`src/rtl/arrow_scheduler_pkg.sv`:
```
// arrow_scheduler_pkg: shared arrow direction, slot and FSM types plus lane x positions
// Contents: arrow_dir_t, slot_t, sched_state_t, LANE_X (x of each lane, indexed by direction)
package arrow_scheduler_pkg;
   typedef enum logic [1:0] {UP, DOWN, LEFT, RIGHT} arrow_dir_t;
   typedef struct packed {
      logic       active;
      arrow_dir_t dir;
      logic [9:0] y;
   } slot_t;
   typedef enum logic {IDLE, UPDATE} sched_state_t;
   localparam logic [10:0] LANE_X [4] = '{11'd200, 11'd350, 11'd500, 11'd650};
endpackage

```
`src/rtl/arrow_scheduler_if.sv`:
```
// arrow_scheduler_if: spawn handshake, player press and score pulses between game logic and scheduler
// Signals: spawn_valid_in/spawn_dir_in/spawn_ready_out, hit_in/hit_dir_in, hit_out/miss_out
// master = game side driving spawns and presses, slave = arrow_scheduler
interface arrow_scheduler_if;
   logic       spawn_valid_in;
   logic [1:0] spawn_dir_in;
   logic       spawn_ready_out;
   logic       hit_in;
   logic [1:0] hit_dir_in;
   logic       hit_out;
   logic       miss_out;
   modport master(output spawn_valid_in, spawn_dir_in, hit_in, hit_dir_in,
                  input spawn_ready_out, hit_out, miss_out);
   modport slave(input spawn_valid_in, spawn_dir_in, hit_in, hit_dir_in,
                 output spawn_ready_out, hit_out, miss_out);
endinterface

```
`src/rtl/arrow_scheduler_sprite_hit_test.sv`:
```
// sprite_hit_test: tests whether one slot's sprite box covers a pixel and forms its BROM address
// Ports: slot (slot state), hcount/vcount (pixel), hit (box covers pixel), addr (BROM address, valid with hit)
module sprite_hit_test
   import arrow_scheduler_pkg::*;
#(
   parameter int WIDTH  = 100,
   parameter int HEIGHT = 100,
   parameter int ADDR_W = 16
) (
   input  slot_t              slot,
   input  logic [10:0]        hcount,
   input  logic [9:0]         vcount,
   output logic               hit,
   output logic [ADDR_W-1:0]  addr
);
   logic [31:0] x, y, h, v;
   assign x = 32'(LANE_X[slot.dir]);
   assign y = 32'(slot.y);
   assign h = 32'(hcount);
   assign v = 32'(vcount);
   assign hit = slot.active && h >= x && h < x + 32'(WIDTH) && v >= y && v < y + 32'(HEIGHT);
   // the four arrow images are stacked in the BROM, one WIDTH*HEIGHT block per direction
   assign addr = ADDR_W'(32'(slot.dir) * 32'(WIDTH * HEIGHT) + (h - x) + (v - y) * 32'(WIDTH));
endmodule

```
`src/rtl/arrow_scheduler.sv`:
```
// arrow_scheduler: tracks falling arrow sprites, moves them each frame, scores presses and drives the sprite BROM
// Ports: pixel_clk_in/rst_in (clock, sync active-low reset), hcount_in/vcount_in (pixel),
//   new_frame_in (frame pulse), bus (spawn/hit/score interface), rom_addr_out/sprite_valid_out (sprite BROM)
module arrow_scheduler
   import arrow_scheduler_pkg::*;
#(
   parameter int NUM_SLOTS = 4,
   parameter int WIDTH     = 100,
   parameter int HEIGHT    = 100,
   parameter int SCREEN_H  = 768,
   parameter int SPEED     = 2,
   parameter int TARGET_Y  = 600,
   parameter int TOL       = 20
) (
   input  logic                                  pixel_clk_in,
   input  logic                                  rst_in,
   input  logic [10:0]                           hcount_in,
   input  logic [9:0]                            vcount_in,
   input  logic                                  new_frame_in,
   arrow_scheduler_if.slave                      bus,
   output logic [$clog2(4*WIDTH*HEIGHT)-1:0]     rom_addr_out,
   output logic                                  sprite_valid_out
);
   localparam int ADDR_W = $clog2(4 * WIDTH * HEIGHT);
   localparam int IDX_W = NUM_SLOTS > 1 ? $clog2(NUM_SLOTS) : 1;
   localparam logic [10:0] WIN_LO = 11'(TARGET_Y - TOL);
   localparam logic [10:0] WIN_HI = 11'(TARGET_Y + TOL);
   slot_t slots [NUM_SLOTS];
   sched_state_t state;
   logic [IDX_W-1:0] idx, free_idx, hit_idx;
   logic pend_hit, hit_r, miss_r, free_any, hit_found, sel_hit, eff_hit, spawn_fire;
   logic [1:0] pend_dir, eff_dir;
   logic [10:0] ny;
   logic [2:0] valid_pipe;
   logic [NUM_SLOTS-1:0] pix_hit;
   logic [ADDR_W-1:0] pix_addr [NUM_SLOTS];
   logic [ADDR_W-1:0] sel_addr;

   assign bus.spawn_ready_out = state == IDLE && free_any;
   assign bus.hit_out = hit_r;
   assign bus.miss_out = miss_r;
   assign sprite_valid_out = valid_pipe[2];
   assign spawn_fire = bus.spawn_valid_in && state == IDLE && free_any;
   // a fresh press in IDLE supersedes a press left pending from the sweep
   assign eff_hit = state == IDLE && (bus.hit_in || pend_hit);
   assign eff_dir = bus.hit_in ? bus.hit_dir_in : pend_dir;
   assign ny = {1'b0, slots[idx].y} + 11'(SPEED);

   for (genvar g = 0; g < NUM_SLOTS; g++) begin : g_hit
      sprite_hit_test #(.WIDTH(WIDTH), .HEIGHT(HEIGHT), .ADDR_W(ADDR_W)) u_hit (
         .slot(slots[g]), .hcount(hcount_in), .vcount(vcount_in), .hit(pix_hit[g]), .addr(pix_addr[g]));
   end

   // descending scan so the lowest qualifying index wins each search
   always_comb begin
      free_any = 1'b0;
      free_idx = '0;
      hit_found = 1'b0;
      hit_idx = '0;
      sel_hit = 1'b0;
      sel_addr = '0;
      for (int i = NUM_SLOTS - 1; i >= 0; i--) begin
         if (!slots[i].active) begin
            free_any = 1'b1;
            free_idx = IDX_W'(i);
         end
         if (eff_hit && slots[i].active && slots[i].dir == arrow_dir_t'(eff_dir) &&
             {1'b0, slots[i].y} >= WIN_LO && {1'b0, slots[i].y} <= WIN_HI) begin
            hit_found = 1'b1;
            hit_idx = IDX_W'(i);
         end
         if (pix_hit[i]) begin
            sel_hit = 1'b1;
            sel_addr = pix_addr[i];
         end
      end
   end

   always_ff @(posedge pixel_clk_in) begin
      if (!rst_in) begin
         for (int i = 0; i < NUM_SLOTS; i++) slots[i] <= '0;
         state <= IDLE;
         idx <= '0;
         pend_hit <= 1'b0;
         pend_dir <= 2'd0;
         hit_r <= 1'b0;
         miss_r <= 1'b0;
         rom_addr_out <= '0;
         valid_pipe <= '0;
      end else begin
         hit_r <= 1'b0;
         miss_r <= 1'b0;
         rom_addr_out <= sel_hit ? sel_addr : '0;
         valid_pipe <= {valid_pipe[1:0], sel_hit};
         if (state == IDLE) begin
            pend_hit <= 1'b0;
            if (spawn_fire) slots[free_idx] <= '{active: 1'b1, dir: arrow_dir_t'(bus.spawn_dir_in), y: 10'd0};
            if (hit_found) begin
               slots[hit_idx] <= '0;
               hit_r <= 1'b1;
            end
            if (new_frame_in) begin
               state <= UPDATE;
               idx <= '0;
            end
         end else begin
            if (bus.hit_in) begin
               pend_hit <= 1'b1;
               pend_dir <= bus.hit_dir_in;
            end
            if (slots[idx].active) begin
               if (ny >= 11'(SCREEN_H)) begin
                  slots[idx] <= '0;
                  miss_r <= 1'b1;
               end else slots[idx].y <= ny[9:0];
            end
            idx <= idx + 1'b1;
            if (idx == IDX_W'(NUM_SLOTS - 1)) state <= IDLE;
         end
      end
   end
endmodule

```
`src/flat_wrapper.sv`:
```
// flat-port wrapper written by rule: the top's interface ports become plain ports
module arrow_scheduler_flat import arrow_scheduler_pkg::*;
#(
   parameter int NUM_SLOTS = 4,
   parameter int WIDTH     = 100,
   parameter int HEIGHT    = 100,
   parameter int SCREEN_H  = 768,
   parameter int SPEED     = 2,
   parameter int TARGET_Y  = 600,
   parameter int TOL       = 20
)
  (pixel_clk_in, rst_in, hcount_in, vcount_in, new_frame_in, rom_addr_out, sprite_valid_out, bus_spawn_valid_in, bus_spawn_dir_in, bus_hit_in, bus_hit_dir_in, bus_spawn_ready_out, bus_hit_out, bus_miss_out);
  arrow_scheduler_if bus_i ();
  input  logic pixel_clk_in;
  input  logic rst_in;
  input  logic [10:0] hcount_in;
  input  logic [9:0] vcount_in;
  input  logic new_frame_in;
  output logic [$clog2(4*WIDTH*HEIGHT)-1:0] rom_addr_out;
  output logic sprite_valid_out;
  input wire logic [$bits(bus_i.spawn_valid_in)-1:0] bus_spawn_valid_in;
  input wire logic [$bits(bus_i.spawn_dir_in)-1:0] bus_spawn_dir_in;
  input wire logic [$bits(bus_i.hit_in)-1:0] bus_hit_in;
  input wire logic [$bits(bus_i.hit_dir_in)-1:0] bus_hit_dir_in;
  output wire logic [$bits(bus_i.spawn_ready_out)-1:0] bus_spawn_ready_out;
  output wire logic [$bits(bus_i.hit_out)-1:0] bus_hit_out;
  output wire logic [$bits(bus_i.miss_out)-1:0] bus_miss_out;
  assign bus_i.spawn_valid_in = bus_spawn_valid_in;
  assign bus_i.spawn_dir_in = bus_spawn_dir_in;
  assign bus_i.hit_in = bus_hit_in;
  assign bus_i.hit_dir_in = bus_hit_dir_in;
  assign bus_spawn_ready_out = bus_i.spawn_ready_out;
  assign bus_hit_out = bus_i.hit_out;
  assign bus_miss_out = bus_i.miss_out;
  arrow_scheduler #(.NUM_SLOTS(NUM_SLOTS), .WIDTH(WIDTH), .HEIGHT(HEIGHT), .SCREEN_H(SCREEN_H), .SPEED(SPEED), .TARGET_Y(TARGET_Y), .TOL(TOL)) u_core (.pixel_clk_in(pixel_clk_in), .rst_in(rst_in), .hcount_in(hcount_in), .vcount_in(vcount_in), .new_frame_in(new_frame_in), .bus(bus_i), .rom_addr_out(rom_addr_out), .sprite_valid_out(sprite_valid_out));
endmodule
```
`config.mk`:
```
export PLATFORM = sky130hd
export DESIGN_NAME = arrow_scheduler_flat
export DESIGN_NICKNAME = d
export VERILOG_FILES = /design/src/rtl/arrow_scheduler_pkg.sv /design/src/rtl/arrow_scheduler_if.sv /design/src/rtl/arrow_scheduler_sprite_hit_test.sv /design/src/rtl/arrow_scheduler.sv /design/src/flat_wrapper.sv
export SDC_FILE = /design/constraint.sdc
export NUM_CORES = 1
export LEC_CHECK = 0
export BUFFER_PORTS_ARGS = -buffer_cell sky130_fd_sc_hd__buf_4
export CORE_AREA = 10 10 204 206
export CTS_BUF_LIST = sky130_fd_sc_hd__clkbuf_8
export DETAILED_ROUTE_END_ITERATION = 10
export DIE_AREA = 0 0 214 216
export GPL_ROUTABILITY_DRIVEN = 0
export SETUP_SLACK_MARGIN = 0.5
export SYNTH_ARGS = -nofsm -noshare
export SYNTH_HDL_FRONTEND = slang
export SYNTH_SLANG_ARGS = --single-unit
```
`constraint.sdc`:
```
create_clock -name pixel_clk_in -period 11.2 [get_ports pixel_clk_in]
set_input_delay 2.8 -clock pixel_clk_in [delete_from_list [all_inputs] [get_ports pixel_clk_in]]
set_output_delay 2.8 -clock pixel_clk_in [all_outputs]
set_load 0.01 [all_outputs]
```
==> impl_summary.md, run 1 <==
Layout
Leaving out fill and tap cells, the most frequent cell in the layout is sky130_fd_sc_hd__ha_1. In the layout the commonest cells are sky130_fd_sc_hd__ha_1 (367), sky130_fd_sc_hd__inv_1 (303), sky130_fd_sc_hd__a21oi_1 (132). The repair_antennas step left the layout with diodes totalling 0. The multi-input logic area is 13700 sq um. The area used by sequential logic in the layout is 1620 sq um. The number of filler cells placed in the layout is 3655. The net count reported at finish is 2529. From synthesis to final layout, the design area changed by 6.74%. The share of post-route cells with drive strength above 1 is around 5.6%.

Detailed routing
The detailed router finished its first iteration with 1006 violations. The routed layout has 14400 vias. The via-per-instance ratio is 5.62.

After detailed routing, the average wire length per cell comes to 19.3 um. The count of nets left with antenna violations once routing finished came out at 0. The remaining routing DRC violations is 0. The final routed wirelength across all metal layers is slightly below 50000 um. The detailed-router iteration count before antenna repair is 5.

Timing
Hold timing on the final database bottoms out at a slack of 0.456 ns. The final worst-path cycle share is 79.6%. The headroom to the max-slew limit is 29.9%.

The clock arrives with 0.0286 ns of skew. Summed over all failing endpoints, the final setup total negative slack is 0 ns. Static timing analysis puts the maximum clock frequency at 112 MHz. The final count of hold timing violations came to 0. The final critical path time including I/O delays and setup is a little under 9 ns. The number of pins with negative max-slew slack in the final report is 0.

Setup violations remaining at the end of the flow were counted as 0. Setup repair after global routing left no endpoint under its margin. The transition time at the pin with the least slew margin is 1.04 ns.

CTS
After clock tree synthesis, the clock-pin slew on the worst setup and hold paths is 0.13 ns. After clock tree synthesis, the repair step resized 0 gates. The clock tree from TritonCTS is yes. The maximum level of the CTS H-tree is 3.

The insertion delay to the later sink of the worst-skew pair is 0.42 ns. The post-CTS setup-driven buffer insertion count is 0. The clock passes through at most 2 buffers. The clock net in this run drives a total of 81 sinks. The number of clock buffers added by TritonCTS is 9.

Clock tree synthesis selected as its root buffer the cell sky130_fd_sc_hd__clkbuf_8. The total of hold buffers inserted after clock tree synthesis is 0.

Place
The sum of net half-perimeters after detailed placement is 41800 um. Port buffering added 49 buffers.

Status
The flow ran to the end, and the final reports show no timing, DRC or antenna violations.

Global route
The via count of the first global-routing pass came to 14100. The overall routing resource usage is a little over a fifth. Entering global routing, the biggest net connects 35 pins. The initial antenna violation count came to 1. The first global-routing pass estimated 77800 um of wire. The total overflow reported by the global router is 0.

Setup path
The depth of the most critical reg-to-reg path is 30. Along the worst path, the maximum fanout reaches 4. The critical path in this run is classified as in2reg. In this run the critical register-to-register path is captured at u_core.rom_addr_out[15]$_SDFF_PN0_. The data required time at the worst endpoint is 11.48 ns. The worst register-to-register path begins at u_core.slots[1][1]$_SDFFE_PP0P_.

The endpoint class of the critical path is a register. Data on the critical path arrives at its endpoint at 9.19 ns. The setup check on the worst reg-to-reg path leaves a slack of 4.46 ns.

STA classifies the critical path startpoint as a primary input.

Floorplanning
After floorplanning, the core was sized to cover 37400 sq um. The floorplan has just over 70 rows. For this configuration, the core starts out at a cell density of 44.5%. The die covers approximately 46000 sq um.

The x dimension of the die is 214 um. The top-level port count is 50. The die span in y is 216 um.

Logic synthesis
The number of flops mapped to enable cells by yosys is 0. When the netlist entered floorplanning its net count stood at 2493. In this run the mean area of a mapped cell was around 8.2 sq um. Counting flops with an async set or reset pin after synthesis yields a share of 0%. The netlist area before placement is 16600 sq um.

The share of the Yosys chip area taken by registers is 9.75%. In the synthesized netlist the dominant register cell turns out to be sky130_fd_sc_hd__dfxtp_1. The portion of synthesized cell area occupied by the leading cell type is between 20% and 30%. Synthesis handed over a netlist of between 2000 and 2500 instances. The biggest area contributor in the post-synthesis netlist is sky130_fd_sc_hd__ha_1.

The Yosys step of the flow raised 0 warnings. Sorting the synthesized cells by area gives the leading types as sky130_fd_sc_hd__ha_1 (28%), sky130_fd_sc_hd__dfxtp_1 (9.7%), sky130_fd_sc_hd__fa_1 (9.5%), sky130_fd_sc_hd__xnor2_1 (6.8%), sky130_fd_sc_hd__inv_1 (6.8%). The total of flip-flops plus latches after synthesis is 81.

In this run, distinct cell masters in the synthesized netlist total 83.

Pwr
The total leakage power is 8.20 nW. The maximum ir drop on the vdd rail is around 120 uV. For this design the ratio of total power to cell area is 185 nW/um^2.

Min path
The worst hold path terminates at u_core.valid_pipe[2]$_SDFF_PN0_. The tightest min-delay check is of the reg2reg type. The instance count along the most critical hold path is 1. The worst hold path begins at u_core.valid_pipe[1]$_SDFF_PN0_.

Flow run
Across the run, the number of max-cap violations was 0.
## sequential cells by signal, indices dropped and copies added, names as in the netlist, named ones only
name / cells
u_core.slots: 52
u_core.rom_addr_out: 16
u_core.valid_pipe: 3
u_core.idx: 2
u_core.pend_dir: 2
u_core.bus.hit_out: 1
u_core.bus.miss_out: 1
u_core.pend_hit: 1
u_core.state: 1
## metal layers
layer	GRT usage (%)	share of wire, %
met1	28.5	48
met2	33.2	43
met3	2.62	4.7
met4	7.95	4.1
met5	0	0.036
## critical path: stages
cell                        delay, ns
sky130_fd_sc_hd__buf_4           0.12
sky130_fd_sc_hd__inv_1           0.16
sky130_fd_sc_hd__ha_1            0.26
sky130_fd_sc_hd__inv_1           0.07
sky130_fd_sc_hd__fa_1            0.40
sky130_fd_sc_hd__xor2_1          0.59
sky130_fd_sc_hd__ha_1            0.37
sky130_fd_sc_hd__ha_1            0.32
sky130_fd_sc_hd__fa_1            0.47
sky130_fd_sc_hd__ha_1            0.35
sky130_fd_sc_hd__a21oi_1         0.22
sky130_fd_sc_hd__nor2b_1         0.08
sky130_fd_sc_hd__o21a_1          0.18
sky130_fd_sc_hd__nor4_1          0.31
sky130_fd_sc_hd__nor3_1          0.13
sky130_fd_sc_hd__xnor2_1         0.17
sky130_fd_sc_hd__fa_1            0.48
sky130_fd_sc_hd__inv_1           0.04
sky130_fd_sc_hd__ha_1            0.31
sky130_fd_sc_hd__nor2_1          0.15
sky130_fd_sc_hd__nor2b_1         0.06
sky130_fd_sc_hd__o22ai_1         0.20
sky130_fd_sc_hd__xnor2_1         0.15
sky130_fd_sc_hd__xnor3_1         0.34
sky130_fd_sc_hd__a21oi_1         0.34
sky130_fd_sc_hd__a2111oi_2       0.12
## worst max path at each step
stage,startpoint,to,slack (ns),cells past startpoint
detailed placement,vcount_in[0],u_core.rom_addr_out[15]$_SDFF_PN0_,1.84,30
floorplan,vcount_in[0],u_core.rom_addr_out[15]$_SDFF_PN0_,2.85,29
CTS,vcount_in[0],u_core.rom_addr_out[15]$_SDFF_PN0_,2.29,30
global placement,vcount_in[0],u_core.rom_addr_out[15]$_SDFF_PN0_,1.99,30
finish,vcount_in[0],u_core.rom_addr_out[15]$_SDFF_PN0_,2.28,26
global route,vcount_in[0],u_core.rom_addr_out[15]$_SDFF_PN0_,1.81,30
## cell usage after synthesis, drive strengths merged (18+ instances only)
cell type,count
dfxtp,81
o21a,21
xnor2,131
ha,367
a21oi,132
a21o,44
xor2,49
nor2b,35
nand2,90
a22oi,19
o21ai,72
nor3,69
o211ai,18
nor2,134
nand2b,31
nand3,54
clkbuf,19
inv,303
fa,79
## where the power goes
group | switching [mW] | internal, mW | total, mW
Clock | 0.149 | 0.0895 | 0.239
Sequential | 0.00896 | 0.291 | 0.300
Combinational | 1.60 | 1.15 | 2.74
## stage by stage
stage	total power [mW]	cell area (sq um)	util, %	worst slack, ns	cells
global route	3.61	17800	47.5	1.81	2569
floorplan	2.34	16600	-	2.85	2017
finish	3.28	17800	47.5	2.28	2569
detailed placement	3.02	17500	46.9	1.84	2553
global placement	2.99	17500	46.9	1.99	2553
CTS	3.28	17800	47.5	2.29	2569
## cell families after synthesis
kind of cell / after synthesis / synth area share [%]
AND/OR/NAND/NOR: 493 / 14.6
flip-flops: 81 / 9.75
multiplexers: 23 / 2.25
buffers and inverters: 334 / 7.70
AO/OA/AOI/OAI: 457 / 18.6
XOR/XNOR: 183 / 10.0
adder cells (fa/ha/maj): 446 / 37.1
## cell type report
class / count / share of cell area, %
well taps: 511 / 3.60
clock inverters: 7 / 0.458
multi-input cells: 1602 / 77.3
inverters: 303 / 6.41
repair buffers: 56 / 2.37
flip-flops and latches: 81 / 9.13
clock buffers: 9 / 0.698
Power figures use the tool's default switching activity.
==> inputs of run 2 (changes only) <==
--- a/config.mk
+++ b/config.mk
@@ -5,11 +5,12 @@
 export SDC_FILE = /design/constraint.sdc
 export NUM_CORES = 1
 export LEC_CHECK = 0
+export ABC_AREA = 1
 export BUFFER_PORTS_ARGS = -buffer_cell sky130_fd_sc_hd__buf_4
-export CORE_AREA = 10 10 204 206
+export CORE_AREA = 10 10 212 214
 export CTS_BUF_LIST = sky130_fd_sc_hd__clkbuf_8
 export DETAILED_ROUTE_END_ITERATION = 10
-export DIE_AREA = 0 0 214 216
+export DIE_AREA = 0 0 222 224
 export GPL_ROUTABILITY_DRIVEN = 0
 export SETUP_SLACK_MARGIN = 0.5
 export SYNTH_ARGS = -nofsm -noshare
==> constraint.sdc (replaced) <==
create_clock -name pixel_clk_in -period 7.3 [get_ports pixel_clk_in]
set_input_delay 1.825 -clock pixel_clk_in [delete_from_list [all_inputs] [get_ports pixel_clk_in]]
set_output_delay 1.825 -clock pixel_clk_in [all_outputs]
set_load 0.01 [all_outputs]
==> run 2 against run 1 <==
Compared with the run above:
- synthesized cell count is 31% higher
- global-route usage rose by 1.9 points
- non-clock buffer count up 204
- largest power group unchanged
- sequential share of layout area is 1.8 points lower
- critical endpoint unchanged
- critical path depth up 6
- design area rose by 24%
- final cell count rose by 33%
- combinational power rose to 4.1 times the previous value
- wire length increased by 21%
- total power rose to 3.7 times the previous value
- first-iteration DRC count increased by 14%
- worst hold slack lost 0.013 ns
==> impl_summary.md, run 2 <==
Detailed routing
The via-per-instance ratio was 5.34 (-5.0%). The average wire per standard cell is 17.5 um (-9.4%). The final routed wirelength across all metal layers came to 59800 um (+21%). The remaining routing DRC violations came to 0 (unchanged). The total vias in the final route was 18300 (+27%).

The antenna violation net count after detailed routing came to 0 (unchanged). The iteration-0 DRC count of the detailed router came to 1150 (+14%). The detailed-router iteration count before antenna repair came to 6 (+1).

Layout
The register bank with the most flops is u_core.slots. The number of standard cells in the layout, taps in and fillers out came to 3420 (+33%). The number of flip-flops under the largest register name is 52 (unchanged). The library cell used most frequently in the layout, excluding fill and tap cells, is sky130_fd_sc_hd__nand2_1. The area growth from synthesis to layout is 21.7%. The share of post-route cells with drive strength above 1 is 18.0% (+12 points). The library cells used most frequently in the layout, excluding fill and tap cells, are sky130_fd_sc_hd__nand2_1 (503), sky130_fd_sc_hd__inv_1 (438), sky130_fd_sc_hd__ha_1 (320). The net count reported at finish is 3359 (+33%). The summed area of non-filler cells in the final layout was 22000 sq um (+24%).

The final design utilization was 54.3% (+6.8 points). The antenna diode count was 0 (unchanged). The number of filler cells placed in the layout is 3946 (+8.0%). The largest registers in the layout are u_core.slots x52, u_core.rom_addr_out x16, u_core.valid_pipe x3.

Logic synthesis
The fraction of registers with async set/reset was 0% (unchanged). The net count of the mapped netlist is 3123 (+25%). Of all cell types, the one taking the most synthesized area is sky130_fd_sc_hd__ha_1. The number of different library cells in the post-synthesis netlist is 53 (-36%). The portion of synthesized cell area occupied by the leading cell type was 25.4% (-2.2 points). After synthesis, the cell types taking the most area are sky130_fd_sc_hd__ha_1 (25%), sky130_fd_sc_hd__nand2_1 (11%), sky130_fd_sc_hd__inv_1 (9.5%), sky130_fd_sc_hd__dfxtp_1 (9.0%), sky130_fd_sc_hd__fa_1 (8.7%). The count of warnings emitted by yosys came to 0 (unchanged). The mean post-synth cell area is 6.83 sq um (-17%). The total of flip-flops plus latches after synthesis came to 81 (unchanged). The share of synthesized area occupied by flip-flops and latches is 8.97% (-0.78 points).

The number of flops mapped to enable cells by yosys is 0 (unchanged). The most common cell in the netlist is sky130_fd_sc_hd__nand2_1. In the synthesized netlist, the cells that appear most often are sky130_fd_sc_hd__nand2_1 (518), sky130_fd_sc_hd__inv_1 (458), sky130_fd_sc_hd__ha_1 (367). The netlist area before placement was 18100 sq um (+8.7%). The count of mapped cells out of synthesis is 2647 (+31%).

The primary flip-flop cell chosen by synthesis mapping is sky130_fd_sc_hd__dfxtp_1.

Flow run
The max-cap check violation count is 0 (unchanged).

Timing
The transition time at the pin with the least slew margin is 0.945 ns (-0.0955 ns). The final worst hold slack was 0.443 ns (-0.0127 ns). The clock tree skew after final layout was 0.0116 ns (-0.0170 ns).

The final count of hold timing violations was 0 (unchanged). The final worst-path cycle share is ~93%. Setup repair after global routing could not meet its margin everywhere. For this run, the top clock speed supported by timing is approximately 150 MHz.

The final critical path time including I/O delays and setup is 6.81 ns. The aggregate negative setup slack is 0 ns (unchanged). The number of pins with negative max-slew slack in the final report was 0 (unchanged). The headroom to the max-slew limit came to 36.8% (+6.9 points). The final count of negative-setup-slack endpoints is 0 (unchanged).

Setup path
The endpoint arrival time on the critical path is 7.11 ns (-2.08 ns). The buffer and inverter count on the worst path came to 6 (+2). The largest fanout of any net on the critical path came to 5 (+1).

The depth of the most critical reg-to-reg path came to 29 (-3.3%). By startpoint and endpoint, the worst setup path is classified as in2reg. The worst setup path is launched from a primary input.

On the critical path, the stage with the largest delay is an instance of sky130_fd_sc_hd__fa_1. The beginning of the worst register-to-register path is u_core.slots[3][4]$_SDFFE_PP0P_. On the critical path the largest part of the delay comes from adder cells. The data required time at the worst endpoint is 7.60 ns (-3.88 ns).

The most critical setup path has its startpoint at vcount_in[1]. The endpoint of the lowest-slack register-to-register path is u_core.rom_addr_out[12]$_SDFF_PN0_. The endpoint class of the critical path is a register. The longest individual stage delay on the worst path is 0.53 ns (-0.06 ns). The flop-to-flop setup slack is 1.49 ns (-2.97 ns).

Min path
The instance count along the most critical hold path is 2 (+1). The worst hold path terminates at u_core.valid_pipe[2]$_SDFF_PN0_. The startpoint identified for the worst hold timing path is u_core.valid_pipe[1]$_SDFF_PN0_.

The worst hold path belongs to the class reg2reg.

Floorplanning
The initial core utilization is 44.6% (+0.10 points). The x dimension of the die is 222 um (+3.7%). The area of the core is 40600 sq um (+8.4%). The die span in y came to 224 um (+3.7%). The number of standard-cell rows in the floorplan is 74 (+4.2%). The full die area is 49700 sq um (+7.6%).

The top-level port count is 50 (unchanged).

CTS
TritonCTS built the clock tree. The CTS sink count is 81 (unchanged). The clock slew at the register clock pins of the worst setup and hold paths was 0.11 ns (-0.02 ns).

The maximum level of the CTS H-tree is 3 (unchanged). The clock buffer count from CTS came to 9 (unchanged). The tree is rooted in a sky130_fd_sc_hd__clkbuf_8.

The worst-case clock buffer depth is 2 (unchanged). The insertion delay to the later sink of the worst-skew pair is 0.41 ns (about the same). The total of hold buffers inserted after clock tree synthesis came to 0 (unchanged).

Pwr
The maximum ir drop on the vdd rail came to 885 uV (+620%). The ratio of total power to cell area is 548 nW/um^2 (+200%). The total leakage power is 11.0 nW (+34%).

Global route
The via count of the first global-routing pass is 18100 (+28%). The largest net degree at the start of global routing is 26 (-26%). The total overflow reported by the global router is 0 (unchanged). The global-route wire length before repair is 93200 um (+20%). The initial antenna violation count came to 0 (-1).

The overall routing resource usage is 22.9% (+1.9 points).

Place
The quantity of I/O buffers inserted on ports is 49 (unchanged). The sum of net half-perimeters after detailed placement is 48400 um (+16%). The cell area reported after detailed placement is 20300 sq um (+16%).

The placed cell count came to 3362 (+32%).

Status
The flow ran to the end, and the final reports show no timing, DRC or antenna violations.
[run 2: metrics by stage]
step	power [mW]	setup WS, ns
5_1_grt	13.2	0.197
3_3_place_gp	9.77	-0.231
3_5_place_dp	9.81	-0.318
4_1_cts	11.1	0.426
6_report	12.1	0.488
2_1_floorplan	6.55	0.493
[run 2: cell families after synthesis]
logic type / synth area share [%]
flops: 8.97
buf+inv: 11.0
fa+ha+maj: 34.2
xor+xnor: 8.18
compound gates: 13.6
simple gates: 24.0
[run 2: area by class of cell]
class	instances	area, sq um	area share [%]
multi-input cells	2061	15700	71.5
repair buffers	260	1980	8.99
inverters	470	1780	8.08
flip-flops and latches	81	1620	7.37
well taps	532	666	3.02
clock buffers	9	124	0.563
clock inverters	7	109	0.495
[run 2: repair_timing]
action | 4_1_cts | 5_1_grt
endpoints found under the setup margin | 6 | 11
gates cloned | 0 | 1
pin swaps | 83 | 76
resized for setup | 100 | 125
buffers inserted | 35 | 6
[run 2: routing by layer]
layer	vias to the layer above	global-route usage, %	share of wire, %
met5	-	0	0
met4	0	6.06	2.5
met3	88	2.06	4.7
met2	484	40.3	48
met1	8559	29.2	45
li1	9146	-	-
[run 2: how the worst max path moves through the flow]
stage / endpoint / depth (start not counted)
final: u_core.rom_addr_out[15]$_SDFF_PN0_ / 32
after global routing: u_core.rom_addr_out[14]$_SDFF_PN0_ / 35
after CTS: u_core.rom_addr_out[15]$_SDFF_PN0_ / 34
after detailed placement: u_core.rom_addr_out[15]$_SDFF_PN0_ / 33
after global placement: u_core.rom_addr_out[14]$_SDFF_PN0_ / 33
after floorplan: u_core.rom_addr_out[15]$_SDFF_PN0_ / 34
[run 2: tightest hold or removal path: stages, from the launching register on]
cell                      delay [ns]
sky130_fd_sc_hd__dfxtp_1        0.32
sky130_fd_sc_hd__nand2_1        0.06
sky130_fd_sc_hd__inv_1          0.04
[run 2: power breakdown]
part	leakage [nW]	total [mW]	switching [mW]	internal, mW
clock network	0.118	0.418	0.217	0.201
logic	10.2	11.1	6.07	5.08
registers	0.657	0.492	0.0348	0.457
